[config.mk]
export PLATFORM = sky130hd
export DESIGN_NAME = alu_pipe_flat
export DESIGN_NICKNAME = d
export VERILOG_FILES = /design/src/rtl/alu_pipe_if.sv /design/src/rtl/alu_pipe.sv /design/src/flat_wrapper.sv
export SDC_FILE = /design/constraint.sdc
export NUM_CORES = 1
export LEC_CHECK = 0
export ABC_CLOCK_PERIOD_IN_PS = 10600
export CAP_MARGIN = 0
export CELL_PAD_IN_SITES_DETAIL_PLACEMENT = 1
export CELL_PAD_IN_SITES_GLOBAL_PLACEMENT = 1
export CORE_ASPECT_RATIO = 0.6
export CORE_UTILIZATION = 40
export CTS_CLUSTER_SIZE = 20
export DETAILED_ROUTE_END_ITERATION = 8
export PLACE_DENSITY_LB_ADDON = 0.05
export SETUP_SLACK_MARGIN = 0.02
export SLEW_MARGIN = 20
export SYNTH_ARGS = -nofsm -noshare
export SYNTH_HDL_FRONTEND = slang
export SYNTH_SLANG_ARGS = --single-unit
[constraint.sdc]
create_clock -name clk -period 10.6 [get_ports clk]
set_clock_uncertainty 0.15 [all_clocks]
set_input_delay 1.59 -clock clk [delete_from_list [all_inputs] [get_ports clk]]
set_output_delay 1.59 -clock clk [all_outputs]
set_load 0.02 [all_outputs]
[src/rtl/alu_pipe_if.sv]
// Operand/result bus for alu_pipe: issue handshake, result handshake and flags.
// No storage of its own; the module using the slave modport owns all timing.
// Flow control is valid/ready on both the issue side and the result side.
interface alu_pipe_if #(
    parameter int WIDTH = 16,
    parameter int SHW   = $clog2(WIDTH)
);
    logic             in_valid;
    logic             in_ready;
    logic [3:0]       in_op;
    logic [WIDTH-1:0] in_a;
    logic [WIDTH-1:0] in_b;
    logic [SHW-1:0]   in_shamt;
    logic             out_valid;
    logic             out_ready;
    logic [WIDTH-1:0] out_result;
    logic             flag_z;
    logic             flag_n;
    logic             flag_v;

    // Producer of operations and consumer of results.
    modport master (
        output in_valid, in_op, in_a, in_b, in_shamt, out_ready,
        input  in_ready, out_valid, out_result, flag_z, flag_n, flag_v
    );

    // The ALU itself.
    modport slave (
        input  in_valid, in_op, in_a, in_b, in_shamt, out_ready,
        output in_ready, out_valid, out_result, flag_z, flag_n, flag_v
    );
endinterface

[src/rtl/alu_pipe.sv]
// Two-stage pipelined ALU: 8 ops, saturating ADD/SUB, Z/N/V flag register.
// Latency 2 edges from issue to out_valid; 1 op/cycle when out_ready stays high.
// Backpressure: held result stays stable; in_ready drops when both stages are full.
module alu_pipe #(
    parameter int WIDTH = 16,
    parameter int SHW   = $clog2(WIDTH)
) (
    input  logic     clk,
    input  logic     rst_n,
    input  logic     flush,
    alu_pipe_if.slave bus
);
    localparam int NB = WIDTH / 8;
    localparam int NL = WIDTH / 4;
    localparam logic [WIDTH-1:0] SMAX = {1'b0, {(WIDTH-1){1'b1}}};
    localparam logic [WIDTH-1:0] SMIN = {1'b1, {(WIDTH-1){1'b0}}};

    // Flag update mask bit positions.
    localparam int MZ = 2;
    localparam int MN = 1;
    localparam int MV = 0;

    logic             s1_valid;
    logic [3:0]       s1_op;
    logic [WIDTH-1:0] s1_a;
    logic [WIDTH-1:0] s1_b;
    logic [SHW-1:0]   s1_shamt;

    logic             s2_valid;
    logic [WIDTH-1:0] s2_result;
    logic             s2_z;
    logic             s2_n;
    logic             s2_v;
    logic [2:0]       s2_mask;

    logic             fz;
    logic             fn;
    logic             fv;

    logic             s1_advance;
    logic             out_xfer;
    logic             accept;

    logic [WIDTH-1:0] sum;
    logic [WIDTH-1:0] diff;
    logic             add_ovf;
    logic             sub_ovf;
    logic [WIDTH-1:0] red;
    logic [WIDTH-1:0] padd;
    logic [4:0]       lane_sum;
    logic [WIDTH-1:0] ror_res;
    logic [WIDTH-1:0] res;
    logic             ovf;
    logic [2:0]       mask;

    assign out_xfer       = s2_valid && bus.out_ready;
    assign s1_advance     = s1_valid && (!s2_valid || bus.out_ready);
    assign bus.in_ready   = !s1_valid || s1_advance;
    // Issue during a flush cycle is dropped; the producer must re-offer it.
    assign accept         = bus.in_valid && bus.in_ready && !flush;

    assign bus.out_valid  = s2_valid;
    assign bus.out_result = s2_result;
    assign bus.flag_z     = fz;
    assign bus.flag_n     = fn;
    assign bus.flag_v     = fv;

    // Execute: compute every op on the S1 operands, then pick result, overflow and flag mask.
    always_comb begin
        sum     = s1_a + s1_b;
        diff    = s1_a - s1_b;
        // Signed overflow is judged on the raw sum/difference, before clamping.
        add_ovf = (s1_a[WIDTH-1] == s1_b[WIDTH-1]) && (sum[WIDTH-1]  != s1_a[WIDTH-1]);
        sub_ovf = (s1_a[WIDTH-1] != s1_b[WIDTH-1]) && (diff[WIDTH-1] != s1_a[WIDTH-1]);

        red = '0;
        for (int i = 0; i < NB; i++) begin
            red = red + {{(WIDTH-8){s1_a[8*i+7]}}, s1_a[8*i +: 8]}
                      + {{(WIDTH-8){s1_b[8*i+7]}}, s1_b[8*i +: 8]};
        end

        padd     = '0;
        lane_sum = '0;
        for (int j = 0; j < NL; j++) begin
            lane_sum = {s1_a[4*j+3], s1_a[4*j +: 4]} + {s1_b[4*j+3], s1_b[4*j +: 4]};
            if (lane_sum[4] != lane_sum[3]) begin
                padd[4*j +: 4] = lane_sum[4] ? 4'h8 : 4'h7;
            end else begin
                padd[4*j +: 4] = lane_sum[3:0];
            end
        end

        ror_res = '0;
        for (int k = 0; k < WIDTH; k++) begin
            ror_res[k] = s1_a[(k + int'(s1_shamt)) % WIDTH];
        end

        res  = '0;
        ovf  = 1'b0;
        mask = 3'b000;
        case (s1_op)
            4'd0: begin
                res  = add_ovf ? (s1_a[WIDTH-1] ? SMIN : SMAX) : sum;
                ovf  = add_ovf;
                mask = 3'b111;
            end
            4'd1: begin
                res  = sub_ovf ? (s1_a[WIDTH-1] ? SMIN : SMAX) : diff;
                ovf  = sub_ovf;
                mask = 3'b111;
            end
            4'd2: begin
                res  = s1_a ^ s1_b;
                mask = 3'b100;
            end
            4'd3: res = red;
            4'd4: begin
                res  = s1_a << s1_shamt;
                mask = 3'b100;
            end
            4'd5: begin
                res  = $signed(s1_a) >>> s1_shamt;
                mask = 3'b100;
            end
            4'd6: begin
                res  = ror_res;
                mask = 3'b100;
            end
            4'd7: res = padd;
            default: begin
                res  = '0;
                mask = 3'b000;
            end
        endcase
    end

    // Stage 1: capture an accepted op; empties when it moves on to S2 with no replacement.
    always_ff @(posedge clk or negedge rst_n) begin
        if (!rst_n) begin
            s1_valid <= 1'b0;
            s1_op    <= '0;
            s1_a     <= '0;
            s1_b     <= '0;
            s1_shamt <= '0;
        end else if (flush) begin
            s1_valid <= 1'b0;
        end else if (accept) begin
            s1_valid <= 1'b1;
            s1_op    <= bus.in_op;
            s1_a     <= bus.in_a;
            s1_b     <= bus.in_b;
            s1_shamt <= bus.in_shamt;
        end else if (s1_advance) begin
            s1_valid <= 1'b0;
        end
    end

    // Stage 2: hold the result and flag candidates until the consumer takes them.
    always_ff @(posedge clk or negedge rst_n) begin
        if (!rst_n) begin
            s2_valid  <= 1'b0;
            s2_result <= '0;
            s2_z      <= 1'b0;
            s2_n      <= 1'b0;
            s2_v      <= 1'b0;
            s2_mask   <= '0;
        end else if (flush) begin
            s2_valid <= 1'b0;
        end else if (s1_advance) begin
            s2_valid  <= 1'b1;
            s2_result <= res;
            s2_z      <= (res == '0);
            s2_n      <= res[WIDTH-1];
            s2_v      <= ovf;
            s2_mask   <= mask;
        end else if (out_xfer) begin
            s2_valid <= 1'b0;
        end
    end

    // Architectural flags: commit only on a result transfer, even in a flush cycle.
    always_ff @(posedge clk or negedge rst_n) begin
        if (!rst_n) begin
            fz <= 1'b0;
            fn <= 1'b0;
            fv <= 1'b0;
        end else if (out_xfer) begin
            if (s2_mask[MZ]) fz <= s2_z;
            if (s2_mask[MN]) fn <= s2_n;
            if (s2_mask[MV]) fv <= s2_v;
        end
    end
endmodule
[src/flat_wrapper.sv]
// flat-port wrapper written by rule: the top's interface ports become plain ports
module alu_pipe_flat 
#(
    parameter int WIDTH = 16,
    parameter int SHW   = $clog2(WIDTH)
)
  (clk, rst_n, flush, bus_in_valid, bus_in_op, bus_in_a, bus_in_b, bus_in_shamt, bus_out_ready, bus_in_ready, bus_out_valid, bus_out_result, bus_flag_z, bus_flag_n, bus_flag_v);
  alu_pipe_if #(.WIDTH(WIDTH), .SHW(SHW)) bus_i ();
  input  logic clk;
  input  logic rst_n;
  input  logic flush;
  input wire logic [$bits(bus_i.in_valid)-1:0] bus_in_valid;
  input wire logic [$bits(bus_i.in_op)-1:0] bus_in_op;
  input wire logic [$bits(bus_i.in_a)-1:0] bus_in_a;
  input wire logic [$bits(bus_i.in_b)-1:0] bus_in_b;
  input wire logic [$bits(bus_i.in_shamt)-1:0] bus_in_shamt;
  input wire logic [$bits(bus_i.out_ready)-1:0] bus_out_ready;
  output wire logic [$bits(bus_i.in_ready)-1:0] bus_in_ready;
  output wire logic [$bits(bus_i.out_valid)-1:0] bus_out_valid;
  output wire logic [$bits(bus_i.out_result)-1:0] bus_out_result;
  output wire logic [$bits(bus_i.flag_z)-1:0] bus_flag_z;
  output wire logic [$bits(bus_i.flag_n)-1:0] bus_flag_n;
  output wire logic [$bits(bus_i.flag_v)-1:0] bus_flag_v;
  assign bus_i.in_valid = bus_in_valid;
  assign bus_i.in_op = bus_in_op;
  assign bus_i.in_a = bus_in_a;
  assign bus_i.in_b = bus_in_b;
  assign bus_i.in_shamt = bus_in_shamt;
  assign bus_i.out_ready = bus_out_ready;
  assign bus_in_ready = bus_i.in_ready;
  assign bus_out_valid = bus_i.out_valid;
  assign bus_out_result = bus_i.out_result;
  assign bus_flag_z = bus_i.flag_z;
  assign bus_flag_n = bus_i.flag_n;
  assign bus_flag_v = bus_i.flag_v;
  alu_pipe #(.WIDTH(WIDTH), .SHW(SHW)) u_core (.clk(clk), .rst_n(rst_n), .flush(flush), .bus(bus_i));
endmodule
==> results of run 1 <==
[area by class of cell]
type	count	area [sq um]	share of cell area (%)
timing repair buffer	80	760.7	7.730
clock inverter	5	78.83	0.8010
multi-input combinational	807	6580	66.87
tap	279	349.1	3.547
sequential	65	1630	16.57
inverter	53	198.9	2.022
clock buffer	11	242.7	2.467
[per-layer routing]
layer	track usage, %	wire, um	vias up
li1	-	-	3743
met1	50.75	17750	4286
met2	44.71	14030	363
met3	9.405	3380	25
met4	5.144	335	0
met5	0	0	-
[state kept, by name, summed over array words and instances, names as in the netlist, 2 cells and up]
| name | count |
|---|---|
| u_core.s1_b | 16 |
| u_core.s1_shamt | 4 |
| u_core.s1_a | 16 |
| u_core.s1_op | 4 |
| u_core.s2_mask | 2 |
| u_core.bus.out_result | 15 |
[metrics by stage]
stage               total power, uW  setup WS, ps  hold slack (ps)  utilization (%)
floorplan                      1522          5700            302.7                -
global placement               2067          5028            340.9            44.93
detailed placement             2087          4799            346.7            44.93
CTS                            2434          4771            359.6            46.45
global route                   2621          4206            374.4            46.45
finish                         2476          4629            354.0            46.45
[final timing paths]
check	to	cells after the start	slack, ps	from
worst max-delay path	u_core.s2_z$_DFFE_PN0P_	23	4630	u_core.s1_a[9]$_DFFE_PN0P_
worst min-delay path	u_core.bus.flag_n$_DFFE_PN0P_	1	350	u_core.bus.flag_n$_DFFE_PN0P_
worst max register to register	u_core.s2_z$_DFFE_PN0P_	23	4630	u_core.s1_a[9]$_DFFE_PN0P_
worst min register to register	u_core.bus.flag_n$_DFFE_PN0P_	1	350	u_core.bus.flag_n$_DFFE_PN0P_
max in group asynchronous	u_core.s1_shamt[1]$_DFFE_PN0P_	1	8480	rst_n
min in group asynchronous	u_core.s1_b[13]$_DFFE_PN0P_	1	1200	rst_n
[cells in the mapped netlist (11+ instances only)]
cell,n
xor2_1,11
a21oi_1,73
dfrtp_1,65
nor2_1,72
nand2_1,76
mux2_2,65
nand2b_1,15
nor3_1,26
nor2b_1,11
buf_2,17
clkbuf_1,40
mux4_2,29
fa_1,16
ha_1,56
o21ai_0,38
a211o_1,14
inv_1,47
o211ai_1,13
mux2i_1,43
nand3_1,32
xnor2_1,27
[power groups by stage]
stage                     combinational, uW  sequential [uW]  clock [uW]
after floorplan                        1140              386           0
after global placement                 1680              385           0
after detailed placement               1700              390           0
after CTS                              1710              385         341
after global routing                   1870              396         350
final                                  1750              385         338
[critical path, stage by stage, from the launching register on]
cell	delay, ps
dfrtp_1	770
inv_1	130
fa_1	450
inv_1	70
ha_1	160
inv_1	50
fa_1	390
inv_1	70
a21oi_1	60
o21bai_1	200
a21oi_1	100
o21bai_1	200
xor2_1	230
ha_1	340
a21o_1	200
and2_1	150
o311ai_0	480
nand3_1	140
nor4b_1	330
o21ai_0	160
a211o_1	390
nor4_2	280
nand4_1	140
o41ai_2	210
[cell families (layout without fill, tap and decap cells)]
logic type	after synthesis	count (layout)	share of synthesized area, %
simple gates	304	304	18.12
buf+inv	125	149	6.012
compound gates	245	245	18.73
flops	65	65	18.65
fa+ha+maj	74	74	11.94
mux	145	145	22.54
xor+xnor	39	39	4.004
==> results.cfg, run 1 <==
[floorplanning]
die_area_sq_mm = 0.02241
placementRows = 41
die_x_um = 192.6
io_pins = 66
core_area_sq_mm = 0.02119
start_util_pct = 41.16
dieHeight_um = 116.4

[worst_setup_path]
start_kind = register
crit_fanout = 16
cp_data_arrival_time_ps = 6090
crit_type = reg -> reg
cp-end-kind = register
crit_required_ps = 10710

[drt]
viasPerCell = 6.475
drtPass1Iterations = 7
drt_iter0_markers = 931
vias = 8417
drc = 16
avgRoutedWirePerCell_um = 27.31
routed_wl_um = 35500
postRouteAntennaNets = 0

[power_and_ir_drop]
irDropWorstVdd_v = 0.0001099
power_frac_comb_pct = 70.8
power.share.clock_pct = 13.6
p_sw_uw = 1270
switching_share_pct = 51.30
powerDensity_mw_per_mm2 = 251.6
power_leakage_uw = 0.004065
intPower_uw = 1206
p_seq_share_pct = 15.6

[cts]
cts-htree-levels = 3
clkSinkCount = 65
clock_path_buffers = 2
tritoncts = yes
postCtsSetupBuffers = 0
numCtsBuffers = 9
clk_latency_ps = 370
clkTransAtPathRegs_ps = 60
cts-root-buf = clkbuf_16
cts_resized = 0
ctsHoldBuffers = 0

[placement]
place_hpwl_um = 27710
port_buffers = 65
place_area_sq_mm = 0.009519
place_congestion = 0.9928
dpl.cell_count = 1284

[timing]
worst_slew_pin_slew_ps = 947.4
tns_ps = 0
slew_viol_final = 0
min_period_ps = 5971
final.period_utilization_pct = 56.33
hold_viol_final = 0
rsz0062_at_grt = no
fmax_mhz = 167.5
relSlewSlack_pct = 36.38
setup_viol = 0

[synthesis]
synth_edf_count = 0
synth_top_area_share_pct = 18.65
syn-cell-area_sq_mm = 0.008720
synth.distinct_cells = 84
syn_avg_cell_area_sq_um = 8.746
synthesis.nets = 1114
ys_seq_area_share_pct = 18.65
yosys-top-cells-area = dfrtp_1 19%, mux2_2 8.4%, ha_1 8.0%
synth_flop_cell = dfrtp_1
synthCells = 997
yosysTopAreaCell = dfrtp_1
postSynth.asyncResetShare_pct = 100.0
yosys_warnings = 0
synth-seq-cells = 65

[global_route]
track_usage_pct = 32.82
grt_pass1_wl_um = 52950
antenna_found_initial = 0
grt_pass1_vias = 7945
grt_max_degree = 66
overflow = 0

[final_layout]
mostFrequentLayoutCell = nand2_1
fin_area_sq_mm = 0.009841
syn_to_final_growth_pct = 12.86
fillCellCount = 2478
final_nets = 1133
n_antenna_cell = 0
drive_gt1_share_pct = 14.59
fin_cells = 1300
layout_common_cells = 76 x nand2_1, 73 x a21oi_1, 72 x nor2_1

[status]
status = finished with violations
violations = DRC

[worst_hold_path]
hold_path.class = reg -> reg

[flow_run]
max_cap_violations = 0
Note: power is estimated with default switching activity, not from simulation.
==> run 2, diff against run 1 <==
--- a/config.mk
+++ b/config.mk
@@ -5,7 +5,7 @@
 export SDC_FILE = /design/constraint.sdc
 export NUM_CORES = 1
 export LEC_CHECK = 0
-export ABC_CLOCK_PERIOD_IN_PS = 10600
+export ABC_CLOCK_PERIOD_IN_PS = 6000
 export CAP_MARGIN = 0
 export CELL_PAD_IN_SITES_DETAIL_PLACEMENT = 1
 export CELL_PAD_IN_SITES_GLOBAL_PLACEMENT = 1
==> constraint.sdc (replaced) <==
create_clock -name clk -period 6 [get_ports clk]
set_clock_uncertainty 0.15 [all_clocks]
set_input_delay 0.9 -clock clk [delete_from_list [all_inputs] [get_ports clk]]
set_output_delay 0.9 -clock clk [all_outputs]
set_load 0.02 [all_outputs]
==> run 2 against run 1 <==
  * The flow still finishes with violations (DRC)
  * Worst setup slack got worse by 4200 ps
  * Highest routed layer unchanged
  * Critical path depth decreased by 2
  * Final area increased by 1.2%
  * Clock power increased by 48%
  * Register-to-register slack got worse by 4200 ps
  * Clock-buffer cell count unchanged
  * Global-route usage increased by 0.75 points
  * Routed wire length increased by 3.0%
  * Worst hold slack got worse by 6.3 ps
  * Sequential share of layout area decreased by 0.19 points
  * Via count increased by 1.2%
  * Non-clock buffer count increased by 23
  * Largest power group unchanged
==> results.cfg, run 2 (synthesis gave the netlist of run 1 again) <==
[global_route]
track_usage_pct = 33.57
grt_max_degree = 66
overflow = 0
grt_pass1_vias = 8120
grt_pass1_wl_um = 54050
antenna_found_initial = 0

[worst_setup_path]
worstRegToRegCells = 21
cp-end-kind = register
start_kind = register
crit_required_ps = 6110
reg2reg_slack_ps = 450
rr_startpoint = u_core.s1_a[2]$_DFFE_PN0P_
crit_fanout = 12
cp_data_arrival_time_ps = 5650
r2r-end = u_core.s2_z$_DFFE_PN0P_
crit_type = reg -> reg

[final_layout]
layout_common_cells = 76 x nand2_1, 73 x a21oi_1, 72 x nor2_1
n_antenna_cell = 0
fillCellCount = 2493
mostFrequentLayoutCell = nand2_1
syn_to_final_growth_pct = 14.19
register_area_sq_mm = 0.001630
multiInputGateArea_sq_mm = 0.006580
drive_gt1_share_pct = 16.38
fin_cells = 1323
final_nets = 1156

[cts]
tritoncts = yes
cts-htree-levels = 3
numCtsBuffers = 9
ctsHoldBuffers = 0
cts_resized = 0
clock_path_buffers = 2
clkSinkCount = 65
clkTransAtPathRegs_ps = 60
cts-root-buf = clkbuf_16
postCtsSetupBuffers = 0
clk_latency_ps = 360

[timing]
fmax_mhz = 180.2
whs_ps = 347.8
rsz0062_at_grt = no
tns_ps = 0
setup_ws_ps = 451.3
min_period_ps = 5549
setup_viol = 0
slew_viol_final = 0
final.period_utilization_pct = 92.48
relSlewSlack_pct = 39.55
hold_viol_final = 0
worst_slew_pin_slew_ps = 906.8

[floorplanning]
die_x_um = 192.6
io_pins = 66
start_util_pct = 41.16
dieHeight_um = 116.4
die_area_sq_mm = 0.02241
placementRows = 41
core_area_sq_mm = 0.02119

[power_and_ir_drop]
power_leakage_uw = 0.004149
finalPower_uw = 4330
powerDensity_mw_per_mm2 = 434.9
irDropWorstVdd_v = 0.0002156

[drt]
drt_iter0_markers = 939
routed_wl_um = 36550
viasPerCell = 6.441
drtPass1Iterations = 7
vias = 8521
avgRoutedWirePerCell_um = 27.63
drc = 16
postRouteAntennaNets = 0

[placement]
post-place-ws_ps = 653.1
dpl.cell_count = 1307
place_hpwl_um = 28410
port_buffers = 65
place_congestion = 1.002

[worst_hold_path]
min_from = u_core.s2_v$_DFFE_PN0P_
hold_path.class = reg -> reg
min_to = u_core.s2_v$_DFFE_PN0P_
hold_depth = 1

[status]
violations = DRC
status = finished with violations

[flow_run]
max_cap_violations = 0
==> run 2: cell types whose count changed in the layout (fill, tap and decap cells not counted), sizes merged <==
cell,previous run,this run
bufinv,2,0
buf,16,39
clkinv,6,8
==> run 2: area by class of cell <==
type,instances,area share [%]
Sequential cell,65,16.37
Clock buffer,11,2.337
Multi-Input combinational cell,807,66.08
Tap cell,279,3.506
Clock inverter,5,0.3267
Inverter,53,1.998
Timing Repair Buffer,103,9.374
==> run 2: critical path: stages (launching register included) <==
cell	delay (ps)
dfrtp_1	610
ha_1	330
o21ai_1	130
a21oi_1	90
o41ai_1	280
o211ai_1	280
o21a_1	260
o21ai_0	160
nand2b_1	110
a21o_1	190
a21oi_1	170
fa_1	490
xnor2_1	170
nand2_1	310
nor2_1	130
a221o_1	280
a311oi_1	220
o311ai_0	200
a211o_1	330
nor3_1	220
nand4_1	130
o41ai_2	200
==> run 2: routing by layer <==
metal	global-route usage (%)	up-vias	wire (um)
met4	7.822	0	705
met3	8.143	48	3640
met2	45.26	411	14140
met5	0	-	0
met1	52.33	4279	18060
li1	-	3783	-
==> run 2: worst max path at each step <==
stage / from / endpoint / slack (ps) / cells after the start
final: u_core.s1_a[2]$_DFFE_PN0P_ / u_core.s2_z$_DFFE_PN0P_ / 450 / 21
after global routing: u_core.s1_b[1]$_DFFE_PN0P_ / u_core.s2_z$_DFFE_PN0P_ / 170 / 22
after CTS: u_core.s1_b[1]$_DFFE_PN0P_ / u_core.s2_z$_DFFE_PN0P_ / 600 / 22
after detailed placement: u_core.s1_b[1]$_DFFE_PN0P_ / u_core.s2_z$_DFFE_PN0P_ / 650 / 22
after global placement: u_core.s1_b[1]$_DFFE_PN0P_ / u_core.s2_z$_DFFE_PN0P_ / 790 / 23
after floorplan: u_core.s1_a[1]$_DFFE_PN0P_ / u_core.s2_z$_DFFE_PN0P_ / 1100 / 24
==> run 2: per-stage QoR <==
step                utilization [%]  instance area (sq um)
finish                        47.00                   9957
global route                  47.00                   9957
CTS                           47.00                   9957
detailed placement            45.75                   9692
global placement              45.75                   9692
floorplan                         -                   8720
==> run 2: report_power, final <==
group | switching [uW] | leakage, uW | internal, uW
logic | 1900 | 0.00323 | 1250
clock network | 221 | 0.000133 | 279
registers | 139 | 0.000783 | 538
